File: src/rtl/bram_row_gather.sv
// bram_row_gather: loads one N-element row from a BRAM read port starting at
// a caller-supplied base address and presents it as a parallel row with a
// one-cycle done strobe for the softmax core.

// One row element: holds its value until the capture path selects it.
module bram_row_gather_lane #(
  parameter int BIT_WIDTH = 16
) (
  input  logic                 i_clk,
  input  logic                 i_rst,
  input  logic                 i_we,
  input  logic [BIT_WIDTH-1:0] i_d,
  output logic [BIT_WIDTH-1:0] o_q
);

  // Element register, cleared by reset, written only on its capture slot.
  always_ff @(posedge i_clk or posedge i_rst) begin
    if (i_rst)     o_q <= '0;
    else if (i_we) o_q <= i_d;
  end

endmodule

module bram_row_gather #(
  parameter int N            = 32,
  parameter int BIT_WIDTH    = 16,
  parameter int ADDR_WIDTH   = 10,
  parameter int READ_LATENCY = 1
) (
  input  logic                          i_clk,
  input  logic                          i_rst,
  input  logic                          i_start,
  input  logic [ADDR_WIDTH-1:0]         i_row_base,
  output logic                          o_rd_en,
  output logic [ADDR_WIDTH-1:0]         o_rd_addr,
  input  logic [BIT_WIDTH-1:0]          i_rd_data,
  output logic [N-1:0][BIT_WIDTH-1:0]   o_row,
  output logic                          o_busy,
  output logic                          o_done
);

  localparam int CW = $clog2(N) + 1;

  typedef enum logic [1:0] {IDLE, ISSUE, DRAIN, DONE} state_t;

  state_t                     state, state_nx;
  logic [ADDR_WIDTH-1:0]      base_q;
  logic [CW-1:0]              iss_cnt;
  logic [CW-1:0]              cap_cnt;
  logic [READ_LATENCY-1:0]    vld_pipe;
  logic                       cap_vld;
  logic                       cap_done;
  logic                       start_acc;

  // A start is only honoured from IDLE; anything else is dropped.
  assign start_acc = (state == IDLE) && i_start;
  assign cap_vld   = vld_pipe[READ_LATENCY-1];
  // Last capture lands this cycle, or all captures already landed.
  assign cap_done  = (cap_cnt == CW'(N)) || (cap_vld && (cap_cnt == CW'(N-1)));

  // State register.
  always_ff @(posedge i_clk or posedge i_rst) begin
    if (i_rst) state <= IDLE;
    else       state <= state_nx;
  end

  // Next-state decode.
  always_comb begin
    state_nx = state;
    unique case (state)
      IDLE:    if (i_start) state_nx = ISSUE;
      ISSUE:   if (iss_cnt == CW'(N-1)) state_nx = DRAIN;
      DRAIN:   if (cap_done) state_nx = DONE;
      DONE:    state_nx = IDLE;
      default: state_nx = IDLE;
    endcase
  end

  // Outputs decoded from registered state; address is zero outside ISSUE.
  always_comb begin
    o_rd_en   = (state == ISSUE);
    o_busy    = (state != IDLE);
    o_done    = (state == DONE);
    o_rd_addr = o_rd_en ? base_q + ADDR_WIDTH'(iss_cnt) : '0;
  end

  // Base latch plus issue/capture counters; capture counts whenever data returns.
  always_ff @(posedge i_clk or posedge i_rst) begin
    if (i_rst) begin
      base_q  <= '0;
      iss_cnt <= '0;
      cap_cnt <= '0;
    end else if (start_acc) begin
      base_q  <= i_row_base;
      iss_cnt <= '0;
      cap_cnt <= '0;
    end else begin
      if (state == ISSUE) iss_cnt <= iss_cnt + 1'b1;
      if (cap_vld)        cap_cnt <= cap_cnt + 1'b1;
    end
  end

  // Read-valid delay line matching the BRAM latency.
  generate
    if (READ_LATENCY == 1) begin : g_vld_l1
      always_ff @(posedge i_clk or posedge i_rst) begin
        if (i_rst) vld_pipe <= '0;
        else       vld_pipe <= o_rd_en;
      end
    end else begin : g_vld_ln
      always_ff @(posedge i_clk or posedge i_rst) begin
        if (i_rst) vld_pipe <= '0;
        else       vld_pipe <= {vld_pipe[READ_LATENCY-2:0], o_rd_en};
      end
    end
  endgenerate

  // Per-element storage; element k is written on the k-th returned word.
  generate
    for (genvar k = 0; k < N; k++) begin : g_lane
      bram_row_gather_lane #(.BIT_WIDTH(BIT_WIDTH)) u_lane (
        .i_clk (i_clk),
        .i_rst (i_rst),
        .i_we  (cap_vld && (cap_cnt == CW'(k))),
        .i_d   (i_rd_data),
        .o_q   (o_row[k])
      );
    end
  endgenerate

endmodule

File: config.mk
export PLATFORM = sky130hd
export DESIGN_NAME = bram_row_gather
export DESIGN_NICKNAME = d
export VERILOG_FILES = /design/src/rtl/bram_row_gather.sv
export SDC_FILE = /design/constraint.sdc
export NUM_CORES = 1
export LEC_CHECK = 0
export CAP_MARGIN = 20
export CORE_AREA = 3 3 216 218
export CTS_CLUSTER_SIZE = 16
export DETAILED_ROUTE_END_ITERATION = 8
export DIE_AREA = 0 0 219 221
export HOLD_SLACK_MARGIN = 0.08
export PLACE_DENSITY = 0.85
export SLEW_MARGIN = 20
export SYNTH_ARGS = -nofsm -noshare
export SYNTH_HDL_FRONTEND = slang
export SYNTH_SLANG_ARGS = --single-unit
File: constraint.sdc
create_clock -name i_clk -period 43.3 [get_ports i_clk]
set_input_delay 6.495 -clock i_clk [delete_from_list [all_inputs] [get_ports i_clk]]
set_output_delay 6.495 -clock i_clk [all_outputs]
set_load 0.01 [all_outputs]
==> impl_metrics.csv, run 1 <==
group,metric,value,unit
logic_synthesis,synth-edff-count,0,
cts,hold_buffers,0,
global_route,grt_overflow,0,
die,die_h,221,microns
worst_setup_path,cp.required,36810,ps
route,wl,61.8,mm
worst_setup_path,path_class,"flip-flop to output port",
timing,fin_setup_tns,0,ps
worst_setup_path,regToRegStartpoint,"cap_cnt[0]",
global_route,grt_max_degree,183,
final_layout,drive_gt1_share,35.0,%
placed_design,io_buffers,553,
logic_synthesis,ys_types,52,
logic_synthesis,async_flop_share,100,%
job,drv_cap,0,
timing,slew_viol_final,0,
route,via_count,13400,
worst_setup_path,reg2reg_to,"g_lane[4].u_lane.o_q[0]",
die,start_util,46.8,%
route,wire_per_inst,24.8,microns
power,pwr_density_cell,64.3,nW/um^2
timing,setup_viol,0,
min_path,whs_path_depth,1,
worst_setup_path,crit_arrival,3150,ps
die,ioPinCount,554,
logic_synthesis,avgSynthCellArea,15.9,sq um
min_path,holdPathEnd,"g_lane[15].u_lane.o_q[8]",
worst_setup_path,crit_slowest_cell,"ha_1",
cts,cts_root_buffer,"clkbuf_16",
timing,tightest_slew,974,ps
cts,htree_levels,2,
cts,clkLatencyLatePin,580,ps
cts,clockBufferDepth,3,
logic_synthesis,synthesis.area,21100,sq um
logic_synthesis,ys_ff_latch,537,
logic_synthesis,synthCells,1326,
global_route,antenna_found_initial,0,
power,finalPower,1.85,mW
logic_synthesis,ys_seq_area_share,63.6,%
final_layout,area_growth,35.9,%
route,drt_iter0_markers,857,
logic_synthesis,synth_area_leaders,"dfrtp_1 (64%), mux2_2 (27%), ha_1 (0.95%), clkbuf_1 (0.92%), buf_6 (0.91%)",
timing,whs,502,ps
die,die-area,48400,sq um
timing,relSlewSlack,35.1,%
timing,max_freq,104,MHz
worst_setup_path,critPathCaptureType,"output port",
timing,rsz0062_at_grt,"no",
worst_setup_path,cp_max_fo,19,
min_path,min_from,"g_lane[15].u_lane.o_q[8]",
route,drc,0,
logic_synthesis,synth_nets,1372,
status,outcome,"complete, no violations",
final_layout,layout_common_cells,"clkdlybuf4s50_1 (550), dfrtp_1 (537), mux2_2 (514)",
global_route,grt_pass1_vias,14200,
min_path,hold_class,"flip-flop to flip-flop",
cts,clock_sinks,537,
route,viasPerCell,5.37,
power,ir_drop,56.3,uV
cts,cts.repair.resized,0,
route,dr.pass1.iters,4,
route,antenna_left,0,
worst_setup_path,cp_slowest_stage_delay,630,ps
cts,cts_made_buffers,53,
worst_setup_path,crit_path_frequent_cell,"inv_1",
global_route,grt_use_total,25.0,%
placed_design,gp_congestion,0.840,
timing,final.period_utilization,22.3,%
timing,hold_viol,0,
logic_synthesis,synth_top_area_cell,"dfrtp_1",
logic_synthesis,synth_ff_type,"dfrtp_1",
global_route,grt_pass1_wl,91.4,mm
logic_synthesis,yosysWarningCount,0,
cts,post_cts_buffers,0,
worst_setup_path,path_cells,"inv_1, ha_1, inv_1, a2111o_1, nand3_1, clkdlybuf4s50_1",
final_layout,diodes,0,
final_layout,final_common_cell,"clkdlybuf4s50_1",
worst_setup_path,start_kind,"flip-flop",
die,placeableCoreArea,45100,sq um
logic_synthesis,synth.top_cell.area_share,63.6,%
final_layout,layout.nets,1896,
placed_design,dp_hpwl,41.7,mm
die,die_x,219,microns
cts,cts_tree,"done",
worst_setup_path,ff2ff_setup_slack,40520,ps
power,power_leakage,12.2,nW
die,row_count,78,
timing,period_needed,9640,ps
timing,clock_skew,9.54,ps
cts,clk_pin_slew,60,ps
worst_setup_path,r2r_cells,5,
metal layers:
metal | track usage [%] | wire (microns)
met5 | 0 | 0
met4 | 11.1 | 2980
met3 | 6.43 | 4380
met2 | 42.5 | 30700
met1 | 30.1 | 23700
cell type report:
type	count	area, sq um
inverters	13	56.3
clock inverters	17	169
repair buffers	570	5670
flip-flops and latches	537	13400
multi-input cells	675	7050
fillers	3249	16400
well taps	600	751
clock buffers	77	1570
registers in the layout, indices dropped and copies added (netlist names):
register           cells
g_lane.u_lane.o_q    512
base_q                10
cap_cnt                6
iss_cnt                6
state                  2
cap_vld                1
where the power goes:
part	internal [mW]	total (mW)	switching [mW]	leakage [nW]
clock	0.268	0.459	0.191	0.860
combinational	0.379	0.650	0.272	5.07
sequential	0.651	0.737	0.0866	6.28
Yosys cell counts (4+ instances only):
cell type / n
ha_1: 16
mux2i_1: 4
o21ai_0: 4
nand3_1: 7
xor2_1: 7
dfrtp_1: 537
mux2_2: 514
buf_2: 16
and2_1: 5
inv_1: 13
clkbuf_1: 52
nand2_4: 8
a21oi_1: 6
nand2_1: 8
nand2_2: 23
buf_4: 16
buf_6: 17
nor2b_1: 5
nor2_1: 17
mux2_4: 5
worst max-delay path, delay by kind of cell, from the launching register on:
family | cells | cell delay, ps
AO/OA/AOI/OAI | 1 | 450
adder cells (fa/ha/maj) | 1 | 630
buffers and inverters | 3 | 990
flip-flops | 1 | 410
AND/OR/NAND/NOR | 1 | 70
worst max path at each step:
stage	start	endpoint	slack (ps)	cells past startpoint
final	state[1]	o_rd_addr[6]	33660	6
after global routing	iss_cnt[0]	o_rd_addr[6]	33490	8
after CTS	state[1]	o_rd_addr[6]	33650	6
after detailed placement	i_rst	g_lane[7].u_lane.o_q[11]	33850	4
after global placement	i_rst	g_lane[7].u_lane.o_q[11]	33910	4
after floorplan	i_rst	base_q[0]	21800	1
metrics by stage:
step	cells	worst slack, ps	utilization, %	cell area (sq um)
3_5_place_dp	2395	33850	59.8	27000
3_3_place_gp	2395	33910	59.8	27000
4_1_cts	2489	33650	63.6	28700
5_1_grt	2489	33490	63.7	28700
6_report	2489	33660	63.7	28700
2_1_floorplan	1326	21800	-	21100
kinds of logic after synthesis:
logic type      share of synthesized area, %
flops                                   63.6
xor+xnor                               0.373
simple gates                            2.88
compound gates                         0.924
buf+inv                                 3.01
fa+ha+maj                               1.04
mux                                     28.1
(Power assumes the default switching activity.)
==> inputs of run 2 (changes only) <==
CORE_AREA = not set   (was 3 3 216 218)
CORE_MARGIN = 3   (was not set)
CORE_UTILIZATION = 44   (was not set)
DIE_AREA = not set   (was 0 0 219 221)
PLACE_DENSITY = 0.84   (was 0.85)
clock period = 8.31 ns   (was 43.3 ns; I/O delays follow)
==> impl_metrics.csv, run 2 (synthesis results as in run 1) <==
group,metric,value,unit
global_route,antenna_found_initial,0,
min_path,min_from,"g_lane[26].u_lane.o_q[5]",
cts,clk_pin_slew,60,ps
worst_setup_path,start_kind,"flip-flop",
cts,clkLatencyLatePin,590,ps
global_route,grt_max_degree,187,
worst_setup_path,reg2reg_to,"state[1]",
job,drv_cap,0,
worst_setup_path,r2r_cells,5,
worst_setup_path,critPathCaptureType,"output port",
cts,cts_tree,"done",
global_route,grt_pass1_vias,14100,
final_layout,drive_gt1_share,35.0,%
min_path,holdPathEnd,"g_lane[26].u_lane.o_q[5]",
timing,max_freq,227,MHz
route,drt_iter0_markers,547,
min_path,hold_class,"flip-flop to flip-flop",
timing,period_needed,4410,ps
timing,tightest_slew,1050,ps
timing,final.period_utilization,53.1,%
global_route,grt_overflow,0,
worst_setup_path,cp_max_fo,19,
cts,clock_sinks,537,
route,via_count,13300,
status,outcome,"complete, no violations",
route,met2_length,30.3,mm
cts,hold_buffers,0,
final_layout,area_growth,36.3,%
min_path,whs_path_depth,1,
cts,post_cts_buffers,0,
final_layout,finalInstanceArea,28800,sq um
route,wl_met1,24.1,mm
cts,cts_root_buffer,"clkbuf_16",
placed_design,gp_congestion,0.880,
timing,clock_skew,16.8,ps
die,die-area,50600,sq um
global_route,grt_use_total,23.7,%
placed_design,place_area,27000,sq um
power,pwr_density_cell,335,nW/um^2
timing,hold_viol,0,
cts,cts_made_buffers,53,
route,dr.pass1.iters,7,
worst_setup_path,cp.required,7060,ps
worst_setup_path,regToRegStartpoint,"cap_cnt[0]",
timing,slew_viol_final,0,
global_route,grt_pass1_wl,90.5,mm
final_layout,largest_reg_flops,512,
power,ir_drop,210,uV
route,wire_per_inst,24.5,microns
worst_setup_path,path_class,"flip-flop to output port",
die,row_count,79,
cts,htree_levels,2,
worst_setup_path,crit_arrival,3170,ps
route,dr.max_layer_used,"met4",
die,die_h,225,microns
final_layout,layout.nets,1899,
timing,setup_viol,0,
final_layout,diodes,0,
placed_design,dp_hpwl,42.2,mm
power,finalPower,9.65,mW
route,drc,0,
final_layout,regMostFlops,"g_lane.u_lane.o_q",
cts,clockBufferDepth,3,
final_layout,final_common_cell,"clkdlybuf4s50_1",
final_layout,layout_common_cells,"clkdlybuf4s50_1 (551), dfrtp_1 (537), mux2_2 (514)",
route,wl_met3,4.00,mm
route,viasPerCell,5.33,
timing,relSlewSlack,30.0,%
timing,rsz0062_at_grt,"no",
route,antenna_left,0,
die,ioPinCount,554,
power,power_leakage,12.2,nW
placed_design,io_buffers,553,
die,start_util,45.0,%
route,wl,61.3,mm
worst_setup_path,ff2ff_setup_slack,5820,ps
die,placeableCoreArea,47000,sq um
cts,cts.repair.resized,0,
final_layout,reg_top3,"g_lane.u_lane.o_q x512, base_q x10",
die,die_x,225,microns
## run 2: cell type report
| class | instances | area, sq um |
|---|---|---|
| Tap cell | 607 | 759 |
| Inverter | 13 | 52.6 |
| Timing Repair Buffer | 573 | 5710 |
| Multi-Input combinational cell | 675 | 7040 |
| Clock inverter | 13 | 151 |
| Clock buffer | 83 | 1620 |
| Sequential cell | 537 | 13400 |
| Fill cell | 3445 | 18200 |
## run 2: power breakdown
part           internal [mW]  total (mW)  leakage (nW)  switching (mW)
Combinational           1.98        3.39          5.08            1.41
Clock                   1.43        2.41         0.880           0.987
Sequential              3.39        3.85          6.28           0.457
## run 2: how the worst max path moves through the flow
stage                     from                        to  slack, ps  cells after the start
floorplan                i_rst                 base_q[0]       -240                      1
global placement         i_rst  g_lane[7].u_lane.o_q[10]       4620                      4
detailed placement  iss_cnt[0]              o_rd_addr[6]       4550                      8
CTS                   state[1]              o_rd_addr[6]       3880                      6
global route          state[1]              o_rd_addr[6]       3750                      6
finish                state[1]              o_rd_addr[6]       3900                      6
## run 2: routing by layer
| metal | up-vias | track usage [%] |
|---|---|---|
| li1 | 5691 | - |
| met1 | 6979 | 28.9 |
| met2 | 500 | 40.5 |
| met3 | 151 | 5.44 |
| met4 | 0 | 10.4 |
| met5 | - | 0 |
## run 2: stage by stage
stage	hold WS [ps]	setup slack (ps)	util [%]	setup TNS, ps	cells
5_1_grt	511	3750	61.3	0	2501
3_5_place_dp	485	4550	57.5	0	2405
2_1_floorplan	487	-239	-	-128080	1326
4_1_cts	499	3880	61.3	0	2501
3_3_place_gp	476	4620	57.5	0	2405
6_report	502	3900	61.3	0	2501
## run 2: worst max-delay path: stages, from the launching register on
cell and delay (ps):
dfrtp_1 410, inv_1 120, ha_1 640, inv_1 320, a2111o_1 460, nand3_1 90, clkdlybuf4s50_1 550
